===== config.mk =====
export PLATFORM = sky130hd
export DESIGN_NAME = spi_read_adc_avg_flat
export DESIGN_NICKNAME = d
export VERILOG_FILES = /design/src/rtl/spi_read_adc_avg_if.sv /design/src/rtl/spi_read_adc_avg.sv /design/src/flat_wrapper.sv
export SDC_FILE = /design/constraint.sdc
export NUM_CORES = 1
export LEC_CHECK = 0
export ABC_AREA = 1
export BUFFER_PORTS_ARGS = -buffer_cell sky130_fd_sc_hd__buf_2
export CAP_MARGIN = 20
export CORE_MARGIN = 3
export CORE_UTILIZATION = 45
export CTS_CLUSTER_SIZE = 20
export DETAILED_ROUTE_END_ITERATION = 10
export PLACE_DENSITY = 0.65
export SLEW_MARGIN = 10
export SYNTH_ARGS = -nofsm -noshare
export SYNTH_HDL_FRONTEND = slang
export SYNTH_SLANG_ARGS = --single-unit

===== constraint.sdc =====
create_clock -name clk_i -period 4.65 [get_ports clk_i]
set_input_delay 0.2325 -clock clk_i [delete_from_list [all_inputs] [get_ports clk_i]]
set_output_delay 0.2325 -clock clk_i [all_outputs]
set_load 0.02 [all_outputs]

===== src/rtl/spi_read_adc_avg_if.sv =====
// Bus bundle for the averaging SPI ADC reader: start request, SPI pins,
// status and averaged result.
interface spi_read_adc_avg_if #(
  parameter int DATA_W = 12
);
  logic              strr_i;
  logic              slow_clk_i;
  logic              miso_i;
  logic              cs_n_o;
  logic              busy_o;
  logic [DATA_W-1:0] dout_o;
  logic              eor_o;

  modport master (
    output strr_i, slow_clk_i, miso_i,
    input  cs_n_o, busy_o, dout_o, eor_o
  );

  modport slave (
    input  strr_i, slow_clk_i, miso_i,
    output cs_n_o, busy_o, dout_o, eor_o
  );
endinterface


===== src/rtl/spi_read_adc_avg.sv =====
// Reads 2^AVG_LOG2 SPI frames, extracts a data field from each and outputs their mean.
// Optional macro SPI_ADC_ROUND_EN: round-half-up with saturation instead of truncation.
module spi_read_adc_avg #(
  parameter int FRAME_W  = 16,
  parameter int DATA_W   = 12,
  parameter int LSB_POS  = 4,
  parameter int AVG_LOG2 = 2
) (
  input  logic                clk_i,
  input  logic                rst_i,
  spi_read_adc_avg_if.slave   bus
);

  localparam int AW   = DATA_W + AVG_LOG2;
  localparam int SW   = LSB_POS + DATA_W;
  localparam int CW   = $clog2(FRAME_W + 1);
  localparam int FCW  = AVG_LOG2 + 1;
  localparam int HALF = (2 ** AVG_LOG2) / 2;

  typedef enum logic [2:0] {
    S_IDLE, S_SETUP, S_SHIFT, S_ACC, S_GAP, S_DONE
  } state_t;

  state_t            state_q, state_d;
  logic              slow_q;
  logic              rise, fall;
  logic [CW-1:0]     bit_cnt_q, bit_cnt_d;
  logic [FCW-1:0]    frm_cnt_q, frm_cnt_d;
  logic [AW-1:0]     acc_q, acc_d;
  logic [DATA_W-1:0] dout_q, dout_d;
  logic              gap_rise_q, gap_rise_d;
  logic [SW-1:0]     shreg_q, shreg_d;
  logic              cs_n, busy, eor;

  function automatic logic [DATA_W-1:0] avg_f(input logic [AW-1:0] acc);
`ifdef SPI_ADC_ROUND_EN
    logic [AW:0] sum;
    sum = {1'b0, acc} + (AW+1)'(HALF);
    sum = sum >> AVG_LOG2;
    if (|sum[AW:DATA_W]) return '1;
    return sum[DATA_W-1:0];
`else
    logic [AW-1:0] q;
    q = acc >> AVG_LOG2;
    return q[DATA_W-1:0];
`endif
  endfunction

  assign rise = bus.slow_clk_i & ~slow_q;
  assign fall = ~bus.slow_clk_i & slow_q;

  always_comb begin
    state_d    = state_q;
    bit_cnt_d  = bit_cnt_q;
    frm_cnt_d  = frm_cnt_q;
    acc_d      = acc_q;
    dout_d     = dout_q;
    gap_rise_d = gap_rise_q;
    shreg_d    = shreg_q;
    cs_n       = 1'b1;
    busy       = 1'b1;
    eor        = 1'b0;
    case (state_q)
      S_IDLE: begin
        busy = 1'b0;
        if (bus.strr_i) begin
          acc_d     = '0;
          frm_cnt_d = '0;
          state_d   = S_SETUP;
        end
      end
      S_SETUP: begin
        cs_n = 1'b0;
        if (fall) begin
          bit_cnt_d = '0;
          state_d   = S_SHIFT;
        end
      end
      S_SHIFT: begin
        cs_n = 1'b0;
        if (rise) begin
          // Bits above the field simply fall off the top of the register.
          shreg_d   = (shreg_q << 1) | SW'(bus.miso_i);
          bit_cnt_d = bit_cnt_q + CW'(1);
          if (bit_cnt_q == CW'(FRAME_W - 1)) state_d = S_ACC;
        end
      end
      S_ACC: begin
        acc_d      = acc_q + AW'(shreg_q[SW-1:LSB_POS]);
        frm_cnt_d  = frm_cnt_q + FCW'(1);
        gap_rise_d = 1'b0;
        state_d    = (frm_cnt_d == FCW'(2 ** AVG_LOG2)) ? S_DONE : S_GAP;
      end
      S_GAP: begin
        if (rise) gap_rise_d = 1'b1;
        if (fall && gap_rise_q) begin
          bit_cnt_d = '0;
          state_d   = S_SHIFT;
        end
      end
      S_DONE: begin
        eor     = 1'b1;
        dout_d  = avg_f(acc_q);
        state_d = S_IDLE;
      end
      default: state_d = S_IDLE;
    endcase
  end

  always_ff @(posedge clk_i) begin
    if (rst_i) begin
      state_q    <= S_IDLE;
      slow_q     <= 1'b0;
      bit_cnt_q  <= '0;
      frm_cnt_q  <= '0;
      acc_q      <= '0;
      dout_q     <= '0;
      gap_rise_q <= 1'b0;
    end else begin
      state_q    <= state_d;
      slow_q     <= bus.slow_clk_i;
      bit_cnt_q  <= bit_cnt_d;
      frm_cnt_q  <= frm_cnt_d;
      acc_q      <= acc_d;
      dout_q     <= dout_d;
      gap_rise_q <= gap_rise_d;
    end
  end

  // Shift register holds only data; every frame refills it completely.
  always_ff @(posedge clk_i) begin
    shreg_q <= shreg_d;
  end

  assign bus.cs_n_o = cs_n;
  assign bus.busy_o = busy;
  assign bus.eor_o  = eor;
  assign bus.dout_o = dout_q;

endmodule


===== src/flat_wrapper.sv =====
// flat-port wrapper written by rule: the top's interface ports become plain ports
module spi_read_adc_avg_flat 
#(
  parameter int FRAME_W  = 16,
  parameter int DATA_W   = 12,
  parameter int LSB_POS  = 4,
  parameter int AVG_LOG2 = 2
)
  (clk_i, rst_i, bus_strr_i, bus_slow_clk_i, bus_miso_i, bus_cs_n_o, bus_busy_o, bus_dout_o, bus_eor_o);
  spi_read_adc_avg_if #(.DATA_W(DATA_W)) bus_i ();
  input  logic clk_i;
  input  logic rst_i;
  input wire logic [$bits(bus_i.strr_i)-1:0] bus_strr_i;
  input wire logic [$bits(bus_i.slow_clk_i)-1:0] bus_slow_clk_i;
  input wire logic [$bits(bus_i.miso_i)-1:0] bus_miso_i;
  output wire logic [$bits(bus_i.cs_n_o)-1:0] bus_cs_n_o;
  output wire logic [$bits(bus_i.busy_o)-1:0] bus_busy_o;
  output wire logic [$bits(bus_i.dout_o)-1:0] bus_dout_o;
  output wire logic [$bits(bus_i.eor_o)-1:0] bus_eor_o;
  assign bus_i.strr_i = bus_strr_i;
  assign bus_i.slow_clk_i = bus_slow_clk_i;
  assign bus_i.miso_i = bus_miso_i;
  assign bus_cs_n_o = bus_i.cs_n_o;
  assign bus_busy_o = bus_i.busy_o;
  assign bus_dout_o = bus_i.dout_o;
  assign bus_eor_o = bus_i.eor_o;
  spi_read_adc_avg #(.FRAME_W(FRAME_W), .DATA_W(DATA_W), .LSB_POS(LSB_POS), .AVG_LOG2(AVG_LOG2)) u_core (.clk_i(clk_i), .rst_i(rst_i), .bus(bus_i));
endmodule

# Yosys cells after proc, flatten, opt, wreduce, memory -nomap -nowiden
# Index checks and enable logic that the tools add are counted.
dict set report word_totals {
  ff_bits 55
  latchBits 0
  ramBits 0
  rom_bits 0
  input_bits 5
  out_inout_bits 15
  word_cells 60
  mem_count 0
}
dict set report op_classes {
  addsub 3
  multipliers 0
  n_div 0
  n_lt_le_gt_ge 0
  eq_ne 13
  shifts 0
  muxes 20
  bitwise_logic 5
  n_reduce_logical 11
}
# cell n
set ops {}
lappend ops {{$pmux 14 s2} 1}
lappend ops {{$mux 3} 6}
lappend ops {{$or 16x1->16} 1}
lappend ops {{$mux 5} 3}
lappend ops {{$pmux 3 s5} 1}
lappend ops {{$pmux 5 s3} 1}
lappend ops {{$add 14x12->14} 1}
lappend ops {{$mux 14} 1}
lappend ops {{$ne 2x1->1 const B} 5}
lappend ops {{$eq 3x3->1 const B} 3}
lappend ops {{$eq 3x2->1 const B} 2}
lappend ops {{$pmux 3 s2} 1}
lappend ops {{$reduce_and 2->1} 3}
lappend ops {{$add 5x1->5 const B} 1}
lappend ops {{$eq 5x4->1 const B} 1}
lappend ops {{$mux 1} 5}
lappend ops {{$reduce_and 5->1} 1}
lappend ops {{$reduce_and 4->1} 1}
lappend ops {{$reduce_bool 2->1} 2}
lappend ops {{$add 3x1->3 const B} 1}
lappend ops {{$eq 3x1->1 const B} 1}
lappend ops {{$logic_not 3->1} 1}
lappend ops {{$reduce_bool 3->1} 1}
lappend ops {{$and 1x1->1} 2}
lappend ops {{other kinds (5)} 6}

# Logic depth before layout (Yosys ltp)
# Gate-level depths: netlist of run 1.
dict set report logic_depth {
  depth_word 5
  mapped_depth 13
  ltp_nobuf 13
}

# Least setup slack after synthesis of run 1
# Ideal clock, no wire load.
dict set report synth_timing {
  path_type {register -> register}
  from {register u_core.state_q[2]}
  to {register u_core.shreg_q[0], enable pin}
  setup_ns 0.409
  arrival_ns 1.773
  required_ns 4.241
  setup_slack_ns 2.468
  stages_incl_launch_ff 4
  path_buffers 0
  period_less_slack_ns 2.182
  cell_sequence {dfxtp_1 nor2_2 nand2_2 nor3_1}
}
dict set report synth_between {
  elab_chain_cells 2
}
# item line_no
set synth_lines {}
lappend synth_lines {{start, declared} spi_read_adc_avg.sv:24} ;# state_t state_q, state_d;
lappend synth_lines {{start signal, assigned} spi_read_adc_avg.sv:120} ;# state_q <= state_d;
lappend synth_lines {{$eq 3x2->1} spi_read_adc_avg.sv:63} ;# case (state_q)
lappend synth_lines {{$reduce_and 2->1 (no source line)} -}
lappend synth_lines {{end signal, assigned} spi_read_adc_avg.sv:132} ;# shreg_q <= shreg_d;
lappend synth_lines {{end, declared} spi_read_adc_avg.sv:32} ;# logic [SW-1:0] shreg_q, shreg_d;
# Every way passes these cells.
# A chain may end at the register's enable or synchronous reset.

# Worst setup path in the final report of run 1
dict set report layout_timing {
  from {register u_core.state_q[2]}
  to {output bus_eor_o}
}
dict set report layout_between {
  elab_chain_cells 2
}
# item line_no
set layout_lines {}
lappend layout_lines {{$eq 3x3->1} spi_read_adc_avg.sv:63}
lappend layout_lines {{$mux 1} spi_read_adc_avg.sv:63}
lappend layout_lines {{end, declared} flat_wrapper.sv:19} ;# output wire logic [$bits(bus_i.eor_o)-1:0] bus_eor_o;
# Every way passes these cells.

==> results of run 1 <==
==> area by class of cell <==
class / instances / area share
timing repair buffer: 20 / 0.0341
tap: 75 / 0.0301
clock buffer: 7 / 0.0345
sequential: 55 / 0.405
clock inverter: 1 / 0.00161
inverter: 44 / 0.0530
multi-input combinational: 263 / 0.442
==> state kept, by name (all words and copies together) (netlist names) <==
signal	count
u_core.shreg_q	16
u_core.acc_q	14
u_core.bus.dout_o	12
u_core.bit_cnt_q	5
u_core.frm_cnt_q	3
u_core.state_q	3
u_core.gap_rise_q	1
u_core.slow_q	1
==> power by group <==
group | switching [W] | total (W) | leakage, nW | internal (W)
clock network | 0.000157 | 0.000309 | 0.0594 | 0.000153
logic | 0.000286 | 0.000423 | 0.925 | 0.000137
registers | 0.0000376 | 0.000582 | 0.461 | 0.000545
total | 0.000480 | 0.00131 | 1.44 | 0.000835
==> layer usage <==
metal | share of wire | up-vias | GRT usage
met4 | 0.017 | 0 | 0.0561
met3 | 0.038 | 10 | 0.0417
met2 | 0.49 | 40 | 0.293
met5 | 0 | - | 0
met1 | 0.46 | 1059 | 0.213
li1 | - | 1247 | -
==> layout by cell type (no fill, tap or decap), types with 2 or more instances in the layout <==
master    synthesis  layout
a21boi_0          2       2
a21oi_1          25      25
buf_2             4      19
clkbuf_8          0       6
dfxtp_1          39      39
edfxtp_1         16      16
ha_1             16      16
inv_1            38      38
inv_2             6       6
nand2_1          92      92
nand2_2           3       3
nand3_1          26      26
nand3b_1          2       2
nand4_1           4       4
nor2_1           49      49
nor2_2            2       2
nor3_1            4       3
nor3_2            1       2
nor3_4            2       2
o21ai_0          21      21
o22ai_1           3       3
==> worst paths after layout <==
kind | end
worst max register to register | u_core.acc_q[12]
worst max-delay path | bus_eor_o
worst min register to register | u_core.shreg_q[2]
worst min-delay path | u_core.shreg_q[0]
==> critical path: stages, from the launching register on <==
cell and delay, ps:
dfxtp_1 480, inv_1 100, nor3_2 630, buf_2 290
==> through the flow <==
stage	total power (W)	hold WS [ps]	instance area, sq um	util	worst slack [ps]
floorplan	0.000922	302	2830	-	2470
global placement	0.00101	401	2990	0.500	2730
detailed placement	0.00102	406	2990	0.500	2640
CTS	0.00133	85.0	3110	0.518	2590
global route	0.00141	76.8	3120	0.520	2390
finish	0.00131	91.8	3120	0.520	2600
==> cells by family (layout without fill, tap and decap cells) <==
logic type | after synthesis | in the layout | share of synthesized area
adders and majority gates | 17 | 17 | 0.0778
DFF | 55 | 55 | 0.446
xor gates and xnor gates | 1 | 1 | 0.00310
buffers and inverters | 51 | 72 | 0.0694
and+or+nand+nor | 190 | 190 | 0.295
AOI/OAI and AO/OA | 55 | 55 | 0.109
==> out/metrics.cfg, run 1 <==
[outcome]
status=finished clean

[die]
core_sq_um=5990
rows=28
die-area_sq_um=7280
fp.dieW_um=85.3
ios=20
die_y_um=85.3
initial_utilization=0.472

[clocking]
cts_setup_buffers=0
clockBufferDepth=2
clk_pin_slew_worst_paths_ps=90
clockRootBuffer=clkbuf_8
cts_inserted_buffers=5
clk_latency_ps=320
hold_buffers=0
cts_sinks=55
cts_max_level=2
cts_resized=0
tritoncts=yes

[global_route]
grt_pass1_vias=2250
antenna_found_initial=0
overflow=0
grt_max_degree=23
grt_use_total=0.172
grt_pass1_wl_um=9980

[timing]
finalCriticalPeriod_ps=2050
max_slew_margin=0.495
worst_pin_slew_ps=753
tns_ps=0
rsz0062_at_grt=false
clock.fmax_mhz=488
setup_viol_count_final=0
fin_skew_ps=5.07
period_share=0.440
maxSlewViolCount=0
hold_viol_final=0

[worst_setup_path]
worst-path-max-fanout=14
r2r-start=u_core.shreg_q[4]
startpoint=u_core.state_q[2]
reg2regPathDepth=13
arrival_ps=1820
crit_type=reg2out
cp_data_required_time_ps=4420
worstSetupEndpointType=primary output
startpoint_type=register
r2r_slack_ps=2700

[route]
route.detailed.drc=0
wl_um=5750
drt_iter0_drc=103
postRouteAntennaNets=0
dr.pass1.iters=4
wire_per_inst_um=12.4
via_per_inst=5.07
num_vias=2356

[power]
p_per_area_nw_per_um2=422
ir_worst_vdd_v=0.000324
leakage_nw=1.44

[layout]
fin_cells=465
areaGrowthSynthToFinish_pct=10.1
fillers=598
fin_nets=411
regArea_sq_um=1260
diodes=0
final_layout_size_suffix_gt1_frac=0.126
multiInputGateArea_sq_um=1380

[placement]
portBuffers=19
dp.cells=456
dp_hpwl_um=4270
gp_congestion=0.873

[hold_path]
worstHoldPathCells=1
hp-class=in2reg
worstHoldStart=bus_miso_i

[synth]
post-synth-top-area-fraction=0.276
synth.avg_cell_area_sq_um=7.67
ys_ff_latch=55
syn-num-nets=391
synth_largest_area_cell=dfxtp_1
postSynthCellCount=369
yosysMostFrequentCell=nand2_1
netlist_area_sq_um=2830
yosysWarnings=0
yosys-top-cells-count=nand2_1, nor2_1, dfxtp_1
synthArstFlopShare=0
ys_seq_area_frac=0.446
synth-edff-count=16
synthTopCellsByArea=dfxtp_1, edfxtp_1, nand2_1, ha_1, nor2_1
synthDistinctLibCells=32
ys.flop_type=dfxtp_1

[job]
maxCapViolations=0

No activity file was read; power rests on OpenSTA's default activity.
==> run 2: changes to the inputs <==
clock period = 1.9 ns   (was 4.65 ns; I/O delays follow)
==> run 2 against run 1 <==
  * Combinational power increased to 2.5 times the previous value
  * Routed wire length grew 7.0%
  * Clock-buffer cell count unchanged
  * Hold slack lost 38 ps
  * Register-to-register slack lost 2500 ps
  * Total power increased to 2.5 times the previous value
  * Core utilization up 1.7 points
  * Global-route usage rose by 0.77 points
  * Highest routed layer unchanged
==> out/metrics.cfg, run 2 (synthesis results as in run 1) <==
[clocking]
clk_latency_ps=310  ; was 320 ps
clockRootBuffer=clkbuf_8  ; unchanged
tritoncts=yes  ; unchanged
clockBufferDepth=2  ; unchanged
cts_sinks=55  ; unchanged
cts_max_level=2  ; unchanged
cts_inserted_buffers=5  ; unchanged
clk_pin_slew_worst_paths_ps=100  ; was 90 ps

[placement]
gp_congestion=0.903  ; was 0.873
dp_hpwl_um=4540  ; was 4270 um
place_ws_ps=117  ; was 2640 ps
portBuffers=19  ; unchanged
postPlaceCellArea_sq_um=3050  ; was 2990 sq um

[timing]
whs_ps=54.0  ; was 91.8 ps
max_slew_margin=0.671  ; was 0.495
fin_skew_ps=10.1  ; was 5.07 ps
worst_slack_ps=185  ; was 2600 ps
rsz0062_at_grt=false  ; unchanged
tns_ps=0  ; unchanged
period_share=0.903
setup_viol_count_final=0  ; unchanged
hold_viol_final=0  ; unchanged
finalCriticalPeriod_ps=1720
worst_pin_slew_ps=493  ; was 753 ps
clock.fmax_mhz=583
maxSlewViolCount=0  ; unchanged

[route]
wire_per_inst_um=13.0  ; was 12.4 um
via_per_inst=5.04  ; was 5.07
postRouteAntennaNets=0  ; unchanged
num_vias=2385  ; was 2356
drt_iter0_drc=101  ; was 103
route.detailed.drc=0  ; unchanged
wl_um=6160  ; was 5750 um
dr.pass1.iters=6  ; was 4

[global_route]
grt_max_degree=22  ; was 23
grt_use_total=0.180  ; was 0.172
grt_pass1_wl_um=10500  ; was 9980 um
grt_pass1_vias=2281  ; was 2250
overflow=0  ; unchanged
antenna_found_initial=0  ; unchanged

[die]
die-area_sq_um=7280  ; unchanged
fp.dieW_um=85.3  ; unchanged
initial_utilization=0.472  ; unchanged
core_sq_um=5990  ; unchanged
ios=20  ; unchanged
rows=28  ; unchanged
die_y_um=85.3  ; unchanged

[worst_setup_path]
crit_path_frequent_cell=nand3_1
cpMaxStageDelayCell=edfxtp_1  ; was nor3_2
worstSetupEndpointType=register  ; was primary output
worst-path-max-fanout=5  ; was 14
startpoint_type=register  ; unchanged
path_cells=ha_1 -> nand2_1 -> nor2_1 -> nand3_1 -> nand3_1 -> nand2_1 -> nand3_1 -> a21oi_1  ; was inv_1 -> nor3_2 -> buf_2
cp_data_required_time_ps=2100  ; was 4420 ps
arrival_ps=1910  ; was 1820 ps
cp_slowest_stage_delay_ps=410  ; was 630 ps
crit_type=reg2reg  ; was reg2out

[layout]
fillers=595  ; was 598
diodes=0  ; unchanged
regArea_sq_um=1260  ; about the same
final_util=0.538  ; was 0.520
areaGrowthSynthToFinish_pct=13.8  ; was 10.1%
largest_reg_flops=16  ; unchanged
fin_nets=419  ; was 411
mostFrequentLayoutCells=nand2_1, nor2_1, inv_1, dfxtp_1, nand3_1  ; was nand2_1, nor2_1, dfxtp_1, inv_1, nand3_1
stdcell_area_sq_um=3220  ; was 3120 sq um
regMostFlops=u_core.shreg_q  ; unchanged
final_layout_size_suffix_gt1_frac=0.156  ; was 0.126
multiInputGateArea_sq_um=1410  ; was 1380 sq um
final_common_cell=nand2_1  ; unchanged

[power]
ir_worst_vdd_v=0.000716  ; was 0.000324 V
p_per_area_nw_per_um2=1040  ; was 422 nW/um^2
leakage_nw=1.49  ; was 1.44 nW

[outcome]
status=finished clean  ; unchanged

[job]
maxCapViolations=0  ; unchanged

[hold_path]
hp-class=in2reg  ; unchanged

-- run 2: metal layers --
layer / track usage / up-vias / share of wire
met5: 0 / - / 0
met2: 0.323 / 41 / 0.48
met3: 0.0291 / 6 / 0.027
li1: - / 1262 / -
met4: 0.0432 / 0 / 0.013
met1: 0.224 / 1076 / 0.48
-- run 2: worst max-delay path, delay by kind of cell, from the launching register on --
kind	cells	cell delay (ps)
simple gates	6	720
flops	1	410
compound gates	1	60
fa+ha+maj	1	410
-- run 2: path summary, 6_finish.rpt --
check	startpoint	to	slack [ps]	cells after the start
min	bus_slow_clk_i	u_core.slow_q	50	3
max	u_core.shreg_q[9]	u_core.acc_q[9]	180	8
max reg2reg	u_core.shreg_q[9]	u_core.acc_q[9]	180	8
min reg2reg	u_core.shreg_q[3]	u_core.shreg_q[4]	440	0
-- run 2: power breakdown --
group / internal, W / switching (W)
clock network: 0.000474 / 0.000381
logic: 0.000356 / 0.000711
registers: 0.00133 / 0.0000957
-- run 2: cell type report --
type	instances	share of cell area
clock buffer	7	0.0303
clock inverter	1	0.00932
inverter	44	0.0513
multi-input combinational	263	0.437
sequential	55	0.392
tap	75	0.0291
timing repair buffer	28	0.0513
-- run 2: what timing repair did --
action | in CTS | in global routing
endpoints found under the setup margin | 0 | 5
gates resized for setup | 0 | 8
hold buffers | 1 | 0
hold endpoints to repair | 1 | 0
buffers inserted | 0 | 1
-- run 2: per-stage QoR --
| step | instances | total power [W] |
|---|---|---|
| after floorplan | 369 | 0.00226 |
| after global placement | 463 | 0.00250 |
| after detailed placement | 463 | 0.00252 |
| after CTS | 472 | 0.00337 |
| after global routing | 473 | 0.00358 |
| final | 473 | 0.00335 |
